[config.mk]
export PLATFORM = sky130hd
export DESIGN_NAME = multicycle_ctrl
export DESIGN_NICKNAME = d
export VERILOG_FILES = /design/src/rtl/multicycle_ctrl.sv
export SDC_FILE = /design/constraint.sdc
export NUM_CORES = 1
export LEC_CHECK = 0
export CAP_MARGIN = 5
export CELL_PAD_IN_SITES_DETAIL_PLACEMENT = 1
export CELL_PAD_IN_SITES_GLOBAL_PLACEMENT = 1
export CORE_ASPECT_RATIO = 1.2
export CORE_MARGIN = 1.5
export CORE_UTILIZATION = 41
export CTS_BUF_LIST = sky130_fd_sc_hd__clkbuf_4 sky130_fd_sc_hd__clkbuf_8 sky130_fd_sc_hd__clkbuf_16
export DETAILED_ROUTE_END_ITERATION = 8
export GPL_TIMING_DRIVEN = 0
export PLACE_DENSITY = 0.9
export RECOVER_POWER = 100
export SLEW_MARGIN = 20
export SYNTH_ARGS = -nofsm -noshare
export SYNTH_HDL_FRONTEND = slang
export SYNTH_SLANG_ARGS = --single-unit
[constraint.sdc]
create_clock -name clk -period 6.15 [get_ports clk]
set_input_delay 1.845 -clock clk [delete_from_list [all_inputs] [get_ports clk]]
set_output_delay 1.845 -clock clk [all_outputs]
set_load 0.01 [all_outputs]
[src/rtl/multicycle_ctrl.sv]
// multicycle_ctrl: Moore FETCH/DECODE/EXEC/MEM/WB sequencer; BR 3, R/I/STORE 4, LOAD 5 cycles at zero wait.
// Waits on imem/dmem ready with a timeout trap; stall_in freezes DECODE/EXEC/WB only, never a memory handshake.
module multicycle_ctrl #(
   parameter int CNT_W       = 32,
   parameter int MEM_TIMEOUT = 15
) (
   input  logic             clk,
   input  logic             rst,
   input  logic [6:0]       opcode,
   input  logic             branch_taken,
   input  logic             imem_ready,
   input  logic             dmem_ready,
   input  logic             stall_in,
   output logic             imem_req,
   output logic             dmem_req,
   output logic             IRWrite,
   output logic             PCWrite,
   output logic             PCSrc,
   output logic             Branch,
   output logic             MemRead,
   output logic             MemtoReg,
   output logic             MemWrite,
   output logic             ALUSrc,
   output logic             RegWrite,
   output logic [1:0]       ALUOp,
   output logic [CNT_W-1:0] instret,
   output logic             illegal,
   output logic             mem_timeout,
   output logic [2:0]       state
);

   typedef enum logic [2:0] {
      S_FETCH  = 3'd0,
      S_DECODE = 3'd1,
      S_EXEC   = 3'd2,
      S_MEM    = 3'd3,
      S_WB     = 3'd4,
      S_TRAP   = 3'd5
   } state_e;

   typedef enum logic [2:0] {
      C_R     = 3'd0,
      C_I     = 3'd1,
      C_LOAD  = 3'd2,
      C_STORE = 3'd3,
      C_BR    = 3'd4
   } cls_e;

   localparam logic [7:0] TMO_LAST = 8'(MEM_TIMEOUT - 1);

   state_e           r_state;
   state_e           w_next;
   cls_e             r_cls;
   cls_e             w_dec_cls;
   logic             w_dec_ok;
   logic             w_ready;
   logic             w_expire;
   logic             w_hold;
   logic             w_retire;
   logic             w_set_ill;
   logic             w_set_tmo;
   logic [7:0]       r_wait;
   logic [CNT_W-1:0] r_instret;
   logic             r_illegal;
   logic             r_tmo;

   always_comb begin
      w_dec_ok  = 1'b1;
      w_dec_cls = C_R;
      case (opcode)
         7'b0110011: w_dec_cls = C_R;
         7'b0010011: w_dec_cls = C_I;
         7'b0000011: w_dec_cls = C_LOAD;
         7'b0100011: w_dec_cls = C_STORE;
         7'b1100011: w_dec_cls = C_BR;
         default:    w_dec_ok  = 1'b0;
      endcase
   end

   // The limit cycle only trips when ready is still low, so a late ready wins.
   assign w_ready  = (r_state == S_FETCH) ? imem_ready : dmem_ready;
   assign w_expire = !w_ready && (r_wait == TMO_LAST);
   assign w_hold   = stall_in && (r_state == S_DECODE || r_state == S_EXEC || r_state == S_WB);

   always_comb begin
      w_next    = r_state;
      w_retire  = 1'b0;
      w_set_ill = 1'b0;
      w_set_tmo = 1'b0;
      imem_req  = 1'b0;
      dmem_req  = 1'b0;
      IRWrite   = 1'b0;
      PCWrite   = 1'b0;
      PCSrc     = 1'b0;
      Branch    = 1'b0;
      MemRead   = 1'b0;
      MemtoReg  = 1'b0;
      MemWrite  = 1'b0;
      ALUSrc    = 1'b0;
      RegWrite  = 1'b0;
      ALUOp     = 2'b00;
      case (r_state)
         S_FETCH: begin
            imem_req = 1'b1;
            if (imem_ready) begin
               IRWrite = 1'b1;
               w_next  = S_DECODE;
            end else if (w_expire) begin
               w_set_tmo = 1'b1;
               w_next    = S_TRAP;
            end
         end
         S_DECODE: begin
            if (w_dec_ok) begin
               w_next = S_EXEC;
            end else begin
               w_set_ill = 1'b1;
               w_next    = S_TRAP;
            end
         end
         S_EXEC: begin
            case (r_cls)
               C_R:     begin ALUOp = 2'b10; w_next = S_WB; end
               C_I:     begin ALUSrc = 1'b1; ALUOp = 2'b10; w_next = S_WB; end
               C_LOAD,
               C_STORE: begin ALUSrc = 1'b1; w_next = S_MEM; end
               C_BR: begin
                  ALUOp    = 2'b01;
                  Branch   = 1'b1;
                  PCWrite  = 1'b1;
                  PCSrc    = branch_taken;
                  w_retire = 1'b1;
                  w_next   = S_FETCH;
               end
               default: w_next = S_TRAP;
            endcase
         end
         S_MEM: begin
            dmem_req = 1'b1;
            ALUSrc   = 1'b1;
            MemRead  = (r_cls == C_LOAD);
            MemWrite = (r_cls == C_STORE);
            if (dmem_ready) begin
               if (r_cls == C_LOAD) begin
                  w_next = S_WB;
               end else begin
                  PCWrite  = 1'b1;
                  w_retire = 1'b1;
                  w_next   = S_FETCH;
               end
            end else if (w_expire) begin
               w_set_tmo = 1'b1;
               w_next    = S_TRAP;
            end
         end
         S_WB: begin
            RegWrite = 1'b1;
            MemtoReg = (r_cls == C_LOAD);
            PCWrite  = 1'b1;
            w_retire = 1'b1;
            w_next   = S_FETCH;
         end
         S_TRAP:  w_next = S_TRAP;
         default: w_next = S_TRAP;
      endcase
      if (w_hold) begin
         w_next    = r_state;
         w_retire  = 1'b0;
         w_set_ill = 1'b0;
         IRWrite   = 1'b0;
         PCWrite   = 1'b0;
         RegWrite  = 1'b0;
         MemWrite  = 1'b0;
         MemRead   = 1'b0;
         Branch    = 1'b0;
      end
      // Reset is asynchronous, so strobes must also drop combinationally.
      if (rst) begin
         imem_req = 1'b0;
         dmem_req = 1'b0;
         IRWrite  = 1'b0;
         PCWrite  = 1'b0;
         PCSrc    = 1'b0;
         Branch   = 1'b0;
         MemRead  = 1'b0;
         MemtoReg = 1'b0;
         MemWrite = 1'b0;
         ALUSrc   = 1'b0;
         RegWrite = 1'b0;
         ALUOp    = 2'b00;
      end
   end

   always_ff @(posedge clk or posedge rst) begin
      if (rst) begin
         r_state   <= S_FETCH;
         r_cls     <= C_R;
         r_instret <= '0;
         r_wait    <= 8'd0;
         r_illegal <= 1'b0;
         r_tmo     <= 1'b0;
      end else begin
         r_state <= w_next;
         if (r_state == S_DECODE && !stall_in && w_dec_ok) r_cls <= w_dec_cls;
         if (w_retire) r_instret <= r_instret + CNT_W'(1);
         if (w_set_ill) r_illegal <= 1'b1;
         if (w_set_tmo) r_tmo <= 1'b1;
         if ((r_state == S_FETCH || r_state == S_MEM) && w_next == r_state && !w_ready)
            r_wait <= r_wait + 8'd1;
         else
            r_wait <= 8'd0;
      end
   end

   assign instret     = r_instret;
   assign illegal     = r_illegal;
   assign mem_timeout = r_tmo;
   assign state       = r_state;

endmodule

==> flow_summary.yaml <==
clock_network:
  clkLatencyLatePin_ps: 310
  clkTransAtPathRegs_ps: 90
  htreeDepth: 2
  cts_sinks: 48
  cts_setup_buffers: 0
  cts_buffers: 5
  cts_resized: 0
  tritoncts: "done"
  ctsHoldBuffers: 0
  clk_path_buf_depth: 2
  cts_root_buffer: "clkbuf_8"
synthesis:
  synth_ff_type: "dfrtp_1"
  async_flop_share_pct: 100
  synth_seq_cells: 48
  ys_warn_count: 0
  synth.avg_cell_area_um2: 9.91
  synth_cells: 263
  synth_edf_count: 0
  mappedNetlistNets: 279
  seq_area_frac_synth_pct: 46.1
  synth_area_um2: 2610
  synth.distinct_cells: 56
power_and_ir_drop:
  p_leak_nw: 1.60
  power.density_nw_per_um2: 172
  max-vdd-ir-drop_v: 0.000108
sta:
  finalCritPeriodShare_pct: 89.5
  drv_slew: 32
  holdWs_ps: 461
  clock_skew_ps: 8.59
  setup_viol: 0
  fin_tns_setup_ps: 0
  slew_headroom_pct: -13.5
  post-route-min-period_ps: 5510
  max_slew.worst_pin.slew_ps: 1700
  hold_viol_final: 0
  clock.fmax_ghz: 0.182
  rsz0062_at_grt: "false"
grt:
  grt_start_max_net_pins: 32
  grt_pass1_vias: 2460
  grt_pass1_wl_mm: 11.5
  grt.overflow.total: 0
  grtUsageTotal_pct: 21.5
  antenna_found_initial: 0
cells_and_area:
  final_nets: 347
  final_area_um2: 3410
  final_common_cell: "dlygate4sd3_1"
  diodes: 0
  final_cell_mix: "dlygate4sd3_1, dfrtp_1, nand2_1"
  area_growth_pct: 30.8
  drive_above_1_share_pct: 5.72
  final_core_util_pct: 56.0
route:
  wl_mm: 6.76
  ant_nets: 0
  viasPerCell: 5.50
  vias: 2276
  post-route-drc-count: 0
  wl_per_cell_um: 16.3
  drt_iter0_drc: 48
  first_pass_iters: 4
placement:
  hpwl_mm: 5.09
  dpl_cell_area_um2: 3330
  finalWeightedCongestion: 0.855
  port_buffers: 60
critical_path:
  end_kind: "output pin"
  crit_fanout: 6
  crit_required_ps: 4300
  cp_data_arrival_time_ps: 3660
  critical_path_class: "input pin to output pin"
  worst_setup_path_start_kind: "input pin"
status:
  violations: "max-capacitance violations, max-slew violations"
  outcome: "complete, but fails checks"
floorplanning:
  die-area_um2: 6850
  die_y_um: 90.4
  initial_core_util_pct: 42.8
  die_w_um: 75.8
  pin_count: 63
  rows: 31
  core_area_um2: 6090
hold_path:
  hp-class: "flip-flop to flip-flop"
run:
  maxCapViolations: 1
power by group:
group          leakage, nW  internal, W  switching [W]
sequential           0.645     0.000316    0.000000902
combinational        0.895   0.00000901      0.0000133
clock               0.0614     0.000133       0.000113
cell usage after synthesis (2+ instances only):
cell	count	area (um2)
xor2_1	18	158
nand2_1	27	101
inv_1	7	26.3
mux2_2	4	45.0
or2_2	2	12.5
and4_1	2	17.5
dfrtp_1	48	1200
and3_1	7	43.8
nor2_1	20	75.1
xnor2_1	20	175
nor4_1	3	18.8
and2_1	4	25.0
nand3_1	10	50.1
or3_1	3	18.8
ha_1	3	37.5
or3b_1	2	17.5
a21oi_1	5	25.0
or4_1	3	22.5
a21o_1	3	22.5
clkbuf_1	6	22.5
nor3_1	22	110
nand4_1	9	56.3
o211a_1	2	20.0
area by class of cell:
cell class              count  area (um2)
inverters                   7        26.3
well taps                  82         103
flip-flops and latches     48        1200
multi-input cells         199        1310
plain buffers               9        42.5
clock buffers               6        82.6
clock inverters             2        38.8
fillers                   718        2680
repair buffers             61         604
registers in the layout, summed over array words and instances (netlist names):
register,flops
instret,32
r_cls,3
r_wait,8
state,3
mem_timeout,1
illegal,1
through the flow:
step           setup WS, ps  instances  total power, W
2_1_floorplan           898        263        0.000334
3_3_place_gp           -144        405        0.000346
3_5_place_dp            772        406        0.000348
4_1_cts                 730        414        0.000590
5_1_grt                 574        414        0.000605
6_report                644        414        0.000585
worst max-delay path, cell delays in order:
cell           delay, ps
dlygate4sd3_1        670
and4_1               320
nor2_1               120
nor2_1               100
dlygate4sd3_1        610
worst paths after layout:
check | start | to | slack (ps) | depth (start not counted)
max in group asynchronous | rst | instret[15] | 2310 | 3
setup / recovery | dmem_ready | PCWrite | 640 | 5
hold / removal | mem_timeout | mem_timeout | 460 | 1
hold reg to reg | mem_timeout | mem_timeout | 460 | 1
setup reg to reg | state[2] | instret[27] | 3640 | 7
min in group asynchronous | rst | instret[1] | 1830 | 2
cell families (layout without fill, tap and decap cells):
family,after synthesis,count (layout),synth area share (%)
simple gates,123,123,24.7
flops,48,48,46.1
buf+inv,16,85,2.64
compound gates,31,31,10.7
mux,4,4,1.73
fa+ha+maj,3,3,1.44
xor+xnor,38,38,12.8
routing by layer:
metal | part of all wire [%] | routed length (um) | GRT usage (%) | up-vias
met5 | 0 | 0 | 0 | -
met4 | 2.1 | 141 | 6.25 | 0
met3 | 3.2 | 218 | 3.35 | 15
met2 | 54 | 3650 | 38.1 | 58
met1 | 41 | 2750 | 25.9 | 1129
li1 | - | - | - | 1074
Note: power is estimated with default switching activity, not from simulation.
